--- src/rtl/branch_resolve.sv ---
// Execute-stage branch/jump resolution: taken decode, registered redirect, flush squash window
// and saturating branch/taken statistics.
module branch_resolve #(
    parameter int SQUASH_CYC = 1,
    parameter int CNT_W      = 16
) (
    input  logic             clk,
    input  logic             rst,
    input  logic             ex_valid,
    input  logic             ex_is_branch,
    input  logic             ex_is_jal,
    input  logic             ex_is_jalr,
    input  logic [2:0]       ex_funct3,
    input  logic [31:0]      ex_pc,
    input  logic [31:0]      ex_imm,
    input  logic [31:0]      ex_rs1,
    input  logic             br_less,
    input  logic             br_equal,
    input  logic             stall_i,
    output logic             br_unsigned,
    output logic             ex_ready,
    output logic             redirect_valid,
    output logic [31:0]      redirect_pc,
    output logic             flush_if_id,
    output logic             flush_id_ex,
    output logic             misalign,
    output logic             illegal_br,
    output logic [CNT_W-1:0] br_count,
    output logic [CNT_W-1:0] taken_count
);

    typedef enum logic [1:0] {IDLE, REDIRECT, SQUASH} state_t;

    state_t      state, state_nxt;
    logic [2:0]  cnt;
    logic        cond_taken, f3_illegal, is_jump, taken, resolve, aligned;
    logic [31:0] target;

    // Comparator select must not depend on state so the compare settles this cycle.
    assign br_unsigned = ex_funct3[2] & ex_funct3[1];

    always_comb begin
        cond_taken = 1'b0;
        f3_illegal = 1'b0;
        case (ex_funct3)
            3'b000:         cond_taken = br_equal;
            3'b001:         cond_taken = ~br_equal;
            3'b100, 3'b110: cond_taken = br_less;
            3'b101, 3'b111: cond_taken = ~br_less;
            default:        f3_illegal = 1'b1;
        endcase
    end

    // JALR wins over JAL wins over branch when several type bits are set.
    assign is_jump = ex_is_jal | ex_is_jalr;
    assign taken   = is_jump | (ex_is_branch & cond_taken);
    assign target  = ex_is_jalr ? ((ex_rs1 + ex_imm) & ~32'd1) : (ex_pc + ex_imm);
    assign aligned = (target[1:0] == 2'b00);
    assign resolve = ex_valid & ex_ready & ~stall_i & (ex_is_branch | is_jump);

    always_ff @(posedge clk or posedge rst) begin
        if (rst) state <= IDLE;
        else     state <= state_nxt;
    end

    always_comb begin
        state_nxt = state;
        case (state)
            IDLE:     if (resolve && taken && aligned) state_nxt = REDIRECT;
            REDIRECT: if (!stall_i) state_nxt = (SQUASH_CYC == 0) ? IDLE : SQUASH;
            SQUASH:   if (!stall_i && cnt == 3'd1) state_nxt = IDLE;
            default:  state_nxt = IDLE;
        endcase
    end

    always_comb begin
        ex_ready       = (state == IDLE);
        redirect_valid = (state == REDIRECT);
        flush_if_id    = (state != IDLE);
        flush_id_ex    = (state != IDLE);
    end

    always_ff @(posedge clk or posedge rst) begin
        if (rst) begin
            cnt         <= 3'd0;
            redirect_pc <= 32'd0;
        end else begin
            if (state == REDIRECT && !stall_i) cnt <= 3'(SQUASH_CYC);
            else if (state == SQUASH && !stall_i) cnt <= cnt - 3'd1;
            if (state == IDLE && state_nxt == REDIRECT) redirect_pc <= target;
        end
    end

    // Misaligned taken targets still count as taken but never redirect.
    always_ff @(posedge clk or posedge rst) begin
        if (rst) begin
            misalign    <= 1'b0;
            illegal_br  <= 1'b0;
            br_count    <= '0;
            taken_count <= '0;
        end else begin
            misalign   <= resolve & taken & ~aligned;
            illegal_br <= resolve & ~is_jump & f3_illegal;
            if (resolve && !is_jump && !f3_illegal && br_count != '1)
                br_count <= br_count + CNT_W'(1);
            if (resolve && taken && taken_count != '1)
                taken_count <= taken_count + CNT_W'(1);
        end
    end

endmodule

--- config.mk ---
export PLATFORM = sky130hd
export DESIGN_NAME = branch_resolve
export DESIGN_NICKNAME = d
export VERILOG_FILES = /design/src/rtl/branch_resolve.sv
export SDC_FILE = /design/constraint.sdc
export NUM_CORES = 1
export LEC_CHECK = 0
export CAP_MARGIN = 10
export CORE_ASPECT_RATIO = 0.7
export CORE_MARGIN = 10
export CORE_UTILIZATION = 66
export CTS_CLUSTER_DIAMETER = 100
export DETAILED_ROUTE_END_ITERATION = 16
export DONT_BUFFER_PORTS = 1
export GPL_TIMING_DRIVEN = 0
export PLACE_DENSITY_LB_ADDON = 0.25
export SKIP_CTS_REPAIR_TIMING = 1
export SLEW_MARGIN = 20
export SYNTH_ARGS = -nofsm -noshare
export SYNTH_HDL_FRONTEND = slang
export SYNTH_SLANG_ARGS = --single-unit
--- constraint.sdc ---
create_clock -name clk -period 5.7 [get_ports clk]
set_input_delay 0.57 -clock clk [delete_from_list [all_inputs] [get_ports clk]]
set_output_delay 0.57 -clock clk [all_outputs]
set_load 0.005 [all_outputs]
Word-level counts from Yosys, hierarchy flattened. Cells that the tools add are included.

$add $sub $neg: 5. Eq/ne operators: 11. Mux-type cells: 9. Bitwise operators: 17. Reductions and logical operators: 20.

Operators with widths (number): $add A32 B32 Y32 (2); $add A16 B1 Y16 const B (2); $mux W32 (1); $ne A16 B16 Y1 const B (2); $eq A3 B3 Y1 const B (4); $logic_and A1 B1 Y1 (10); $and A1 B1 Y1 (9); $eq A3 B1 Y1 const B (2); $mux W2 (3); $mux W3 (2); $pmux W2 S3 (1); $reduce_or A6 Y1 (1); $not A1 Y1 (5); $eq A2 B1 Y1 const B (2); $logic_not A2 Y1 (2); $pmux W1 S4 (1); $reduce_bool A2 Y1 (2); $reduce_or A2 Y1 (2); $logic_not A3 Y1 (1); $or A1 B1 Y1 (3); $sub A3 B1 Y3 const B (1); $eq A2 B2 Y1 const B (1); $logic_not A1 Y1 (2); $mux W1 (1).

Flip-flop bits (word level): 71. Bits of input ports: 108. Output and inout bits: 71. Logic and storage cells: 69.

Longest topological paths before layout.
Depth in word-level cells: 11. Gate-level depth with buffers: 13.

Worst setup path before layout. Ideal clock, no wire load.

Path type: input to register. Start: input ex_pc[0]. End: register redirect_pc[28]. Setup time: 126 ps. Data arrival time: 3017 ps. Path slack: 2557 ps. Cell stages on the path: 13. Path buffers: 0. Path through: ha_1 > inv_1 > fa_1 > nor2b_1 > o21bai_1 > a2111oi_0 > o311a_1 > o21ai_1 > a31oi_1 > a21o_1 > a21oi_1 > xnor2_1 > a221o_1.

Cells in the longest elaborated chain, start to end: 8.

Ends and longest elaborated chain: start, declared (line 14) `input logic [31:0] ex_pc,`; $add A32 B32 Y32 * (line 57) `assign target = ex_is_jalr ? ((ex_rs1 + ex_imm) & ~32'd1) : (ex_pc + ex_imm);`; $mux W32 * (line 57); $logic_not A2 Y1 (line 58) `assign aligned = (target[1:0] == 2'b00);`; $logic_and A1 B1 Y1 (line 69) `IDLE: if (resolve && taken && aligned) state_nxt = REDIRECT;`; $mux W2 (line 69); $pmux W2 S3 (line 68) `case (state)`; $eq A2 B1 Y1 (line 90) `if (state == IDLE && state_nxt == REDIRECT) redirect_pc <= target;`; $logic_and A1 B1 Y1 (line 90); end signal, assigned (line 90); end, declared (line 23) `output logic [31:0] redirect_pc,`.

Mark *: on every way between the ends. The rest lies on a longest branch, timed or not. A chain may end at the register's enable or synchronous reset.

Worst setup path in the final report. Same ends and word-level chain as after synthesis.

==> PnR_summary.wiki <==
{| class="wikitable"
! Metric !! Value
|-
| Relative slew slack || about two fifths
|-
| Reported net switching power || between 0.7 and 0.8 mW
|-
| Proportion of netlist area held by the largest area contributor || approximately 28%
|-
| IO Count || around 180
|-
| Depth of the critical timing path with buffers and inverters included || 13
|-
| CP Capture Type || flip-flop
|-
| Total power of the final layout || around 2.0 mW
|-
| Post-Route Setup TNS || 0 ns
|-
| Global route hottest layer || met2
|-
| Hold Violations, Final || 0
|-
| Unrepaired setup endpoints after global routing || false
|-
| Outcome || complete, no violations
|-
| Share of async-settable or async-resettable flops after synthesis || 100%
|-
| Number of unique standard cell types used by synthesis || 66
|-
| Worst setup path class || input pin to flip-flop
|-
| Most area-hungry cell type in the Yosys netlist || sky130_fd_sc_hd__dfrtp_1
|-
| Worst path required time || roughly 6 ns
|-
| CTS HTree Levels || 3
|-
| Tightest hold margin || around 0.044 ns
|-
| Seq/Total Area, Yosys || between 20% and 30%
|-
| Number of storage elements in the synthesis netlist || 71
|-
| Max-capacitance violation count || 0
|-
| Largest net degree at the start of global routing || 54
|-
| Overall Global Routing Usage || around a quarter
|-
| Startpoint of the worst register-to-register path || state[0]
|-
| Synth Net Count || around 920
|-
| Synth warn || 0
|-
| Clock period minus final worst setup slack || 3.51 ns
|-
| Max rail drop VDD || around 190 uV
|-
| Leakage || ~3.2 nW
|-
| Vert. Die Dim || 102 um
|-
| Cells traversed along the worst timing path || ha_1 -> inv_1 -> fa_1 -> nor2b_1 -> o21bai_1 -> a2111oi_0 -> o311a_1 -> o21ai_1 -> a31oi_1 -> a21o_1 -> a21oi_1 -> xnor2_1 -> a221o_1
|-
| Share of post-route cells with drive strength above 1 || approximately 5.5%
|-
| Post-DR vias/cell || ~6.6
|-
| Initial antenna violation count || 0
|-
| Final cell count without fillers || around 890
|-
| Number of CTS-inserted buffers || 9
|-
| Number of DRC violations after detailed routing || 0
|-
| Placeable core region || 9180 um2
|-
| Number of antenna repair diodes || 0
|-
| Avg Synthesized Cell Area || ~8.4 um2
|-
| Number of buffers between clock root and the deepest sink || 2
|-
| Gr ovfl total || 0
|-
| Final worst path period share || slightly above 60%
|-
| Final weighted congestion of routability-driven global placement || between 0.9 and 1
|-
| Worst flop-to-flop path endpoint || br_count[7]
|-
| Max Freq || between 0.2 and 0.3 GHz
|-
| Most area-consuming cells after synthesis || sky130_fd_sc_hd__dfrtp_1 28%, sky130_fd_sc_hd__ha_1 13%, sky130_fd_sc_hd__xnor2_1 6.4%
|-
| Combinational Power Share || ~32%
|-
| Initial Util || roughly two thirds
|-
| Delay-heaviest family, CP || compound AO/OA/AOI/OAI gates
|-
| Count of pins over their slew limit || 0
|-
| Buffer cell driving the clock tree root || sky130_fd_sc_hd__clkbuf_16
|-
| Final setup violation count || 0
|-
| Critical-path maximum fanout || 3
|-
| Clock transition time at the flip-flop clock pins of the worst setup and hold paths || 0.06 ns
|-
| Total number of vias || 5832
|-
| Gate count after technology mapping || approximately 740
|-
| Critical path endpoint || redirect_pc[28]
|-
| Die boundary width || 137 um
|-
| Routed wirelength normalized by instance count || between 20 and 25 um
|-
| Worst Setup Start Kind || input pin
|-
| Cell area after synthesis || 6280 um2
|-
| Detailed Route Iter0 Violations || approximately 550
|-
| Detailed placer's ending HPWL || 15.4 mm
|-
| Switching fraction of total power || about 39%
|-
| Met1 usage in global routing || between 30% and 40%
|-
| Worst r2r path cells || 10
|-
| Number of buffers inserted by port buffering || 0
|-
| Path type of the worst min-delay path || input pin to async pin
|-
| Cell with the biggest individual delay on the critical path || sky130_fd_sc_hd__a2111oi_0
|-
| Site row count || 29
|-
| Number of optimization iterations in the first detailed-route pass || 5
|-
| Worst-skew pair later-pin latency || ~0.35 ns
|-
| Top cells by count, synth || 71 x sky130_fd_sc_hd__a21oi_1, 71 x sky130_fd_sc_hd__dfrtp_1, 69 x sky130_fd_sc_hd__nand2_1, 65 x sky130_fd_sc_hd__ha_1, 56 x sky130_fd_sc_hd__nor2_1
|-
| Global-route wire length before repair || roughly 30 mm
|-
| Met2 Use GR || 40.0%
|-
| Maximum cell stage delay along the critical path || between 0.7 and 0.8 ns
|-
| Post-placement cell area || around 6500 um2
|-
| Pin slew with the least headroom to its limit || 0.875 ns
|-
| Buf/Inv on CP || 1
|-
| P per Cell Area || 302 nW/um2
|-
| Register share of total power || 40.4%
|-
| Post-Route WL || between 15 and 20 mm
|-
| Critical path arrival || between 3 and 4 ns
|-
| Placed insts || 869
|-
| Routed Antenna Nets || 0
|-
| Clock tree from TritonCTS || done
|-
| Clock Skews || between 0.009 and 0.01 ns
|-
| Die ar. || between 10000 and 15000 um2
|-
| Met3 Use GR || between 10% and 20%
|-
| Number of global-route vias before repair || ~5600
|-
| Total Nets Final || around 930
|-
| Final instance area || between 6000 and 7000 um2
|-
| Area overhead of the layout relative to synthesis || 7.53%
|-
| Synth Flop Type || sky130_fd_sc_hd__dfrtp_1
|-
| Number of flops mapped to enable cells by yosys || 0
|-
| Internal power || 1.24 mW
|-
| Share of total power in the clock network || between 20% and 30%
|-
| Launching element of the worst setup path || ex_pc[0]
|-
| Setup slack of the most critical reg-to-reg path || 2.35 ns
|-
| Clock sink count || just over 70
|}
-- power by group through the flow --
stage               Combinational, mW  Clock [mW]  Sequential (mW)
CTS                             0.644       0.561            0.825
floorplan                       0.512           0            0.755
global placement                0.604           0            0.825
global route                    0.727       0.586            0.840
detailed placement              0.640           0            0.829
finish                          0.655       0.559            0.824
-- layout make-up --
type	instances	area [um2]
flip-flops and latches	71	1780
multi-input cells	623	4280
fillers	702	2430
inverters	30	115
plain buffers	20	104
clock buffers	9	225
clock inverters	7	62.6
repair buffers	1	27.5
well taps	124	155
-- placed cells by master, fill, tap and decap left out, types with 4 or more instances in the layout --
master                      count
sky130_fd_sc_hd__dfrtp_1       71
sky130_fd_sc_hd__and3_1        11
sky130_fd_sc_hd__nand3_1       19
sky130_fd_sc_hd__nand2_1       69
sky130_fd_sc_hd__and4_1         5
sky130_fd_sc_hd__nor3b_1        4
sky130_fd_sc_hd__a21o_1        28
sky130_fd_sc_hd__o21bai_1       5
sky130_fd_sc_hd__o21ai_0       53
sky130_fd_sc_hd__a211oi_1       5
sky130_fd_sc_hd__o211ai_1       6
sky130_fd_sc_hd__a21o_2         5
sky130_fd_sc_hd__mux2i_1        8
sky130_fd_sc_hd__nand4_1       11
sky130_fd_sc_hd__and2_1         5
sky130_fd_sc_hd__inv_6          4
sky130_fd_sc_hd__inv_1         29
sky130_fd_sc_hd__a21oi_1       71
sky130_fd_sc_hd__nor3_1        21
sky130_fd_sc_hd__o21a_1        12
sky130_fd_sc_hd__o31ai_1        4
sky130_fd_sc_hd__nand2b_1       7
sky130_fd_sc_hd__ha_1          65
sky130_fd_sc_hd__a31oi_1       10
sky130_fd_sc_hd__or3_1          6
sky130_fd_sc_hd__xor2_1        34
sky130_fd_sc_hd__clkbuf_16      9
sky130_fd_sc_hd__clkbuf_1      16
sky130_fd_sc_hd__nor2_1        56
sky130_fd_sc_hd__xnor2_1       46
sky130_fd_sc_hd__nor2b_1       10
-- layer usage --
layer	up-vias	wire length [um]
met5	-	0
met4	0	370
met3	34	2520
met2	314	8350
met1	2760	8030
li1	2724	-
-- metrics by stage --
stage / util (%) / worst slack [ns]
2_1_floorplan: - / 2.56
3_3_place_gp: 70.1 / 1.96
3_5_place_dp: 70.4 / 1.90
4_1_cts: 73.5 / 2.28
5_1_grt: 73.5 / 2.02
6_report: 73.5 / 2.19
-- how the worst min path moves through the flow --
stage / start / to / cells past startpoint
2_1_floorplan: redirect_pc[10] / redirect_pc[10] / 2
4_1_cts: rst / redirect_pc[1] / 1
3_5_place_dp: rst / redirect_pc[1] / 1
5_1_grt: rst / taken_count[2] / 1
3_3_place_gp: cnt[0] / cnt[0] / 1
6_report: rst / taken_count[2] / 1
-- registers in the layout, summed over array words and instances (netlist names) --
name / count
br_count: 16
taken_count: 16
misalign: 1
cnt: 3
redirect_pc: 32
illegal_br: 1
state: 2
-- logic make-up (layout without fill, tap and decap cells) --
family | count (synthesis) | count (layout) | synth area share [%]
flip-flops | 71 | 71 | 28.3
multiplexers | 11 | 11 | 1.81
XOR/XNOR | 80 | 80 | 11.2
AO/OA/AOI/OAI | 231 | 231 | 23.6
buffers and inverters | 50 | 67 | 3.45
adder cells (fa/ha/maj) | 67 | 67 | 13.6
AND/OR/NAND/NOR | 234 | 234 | 18.1
No activity file was read; power rests on OpenSTA's default activity.
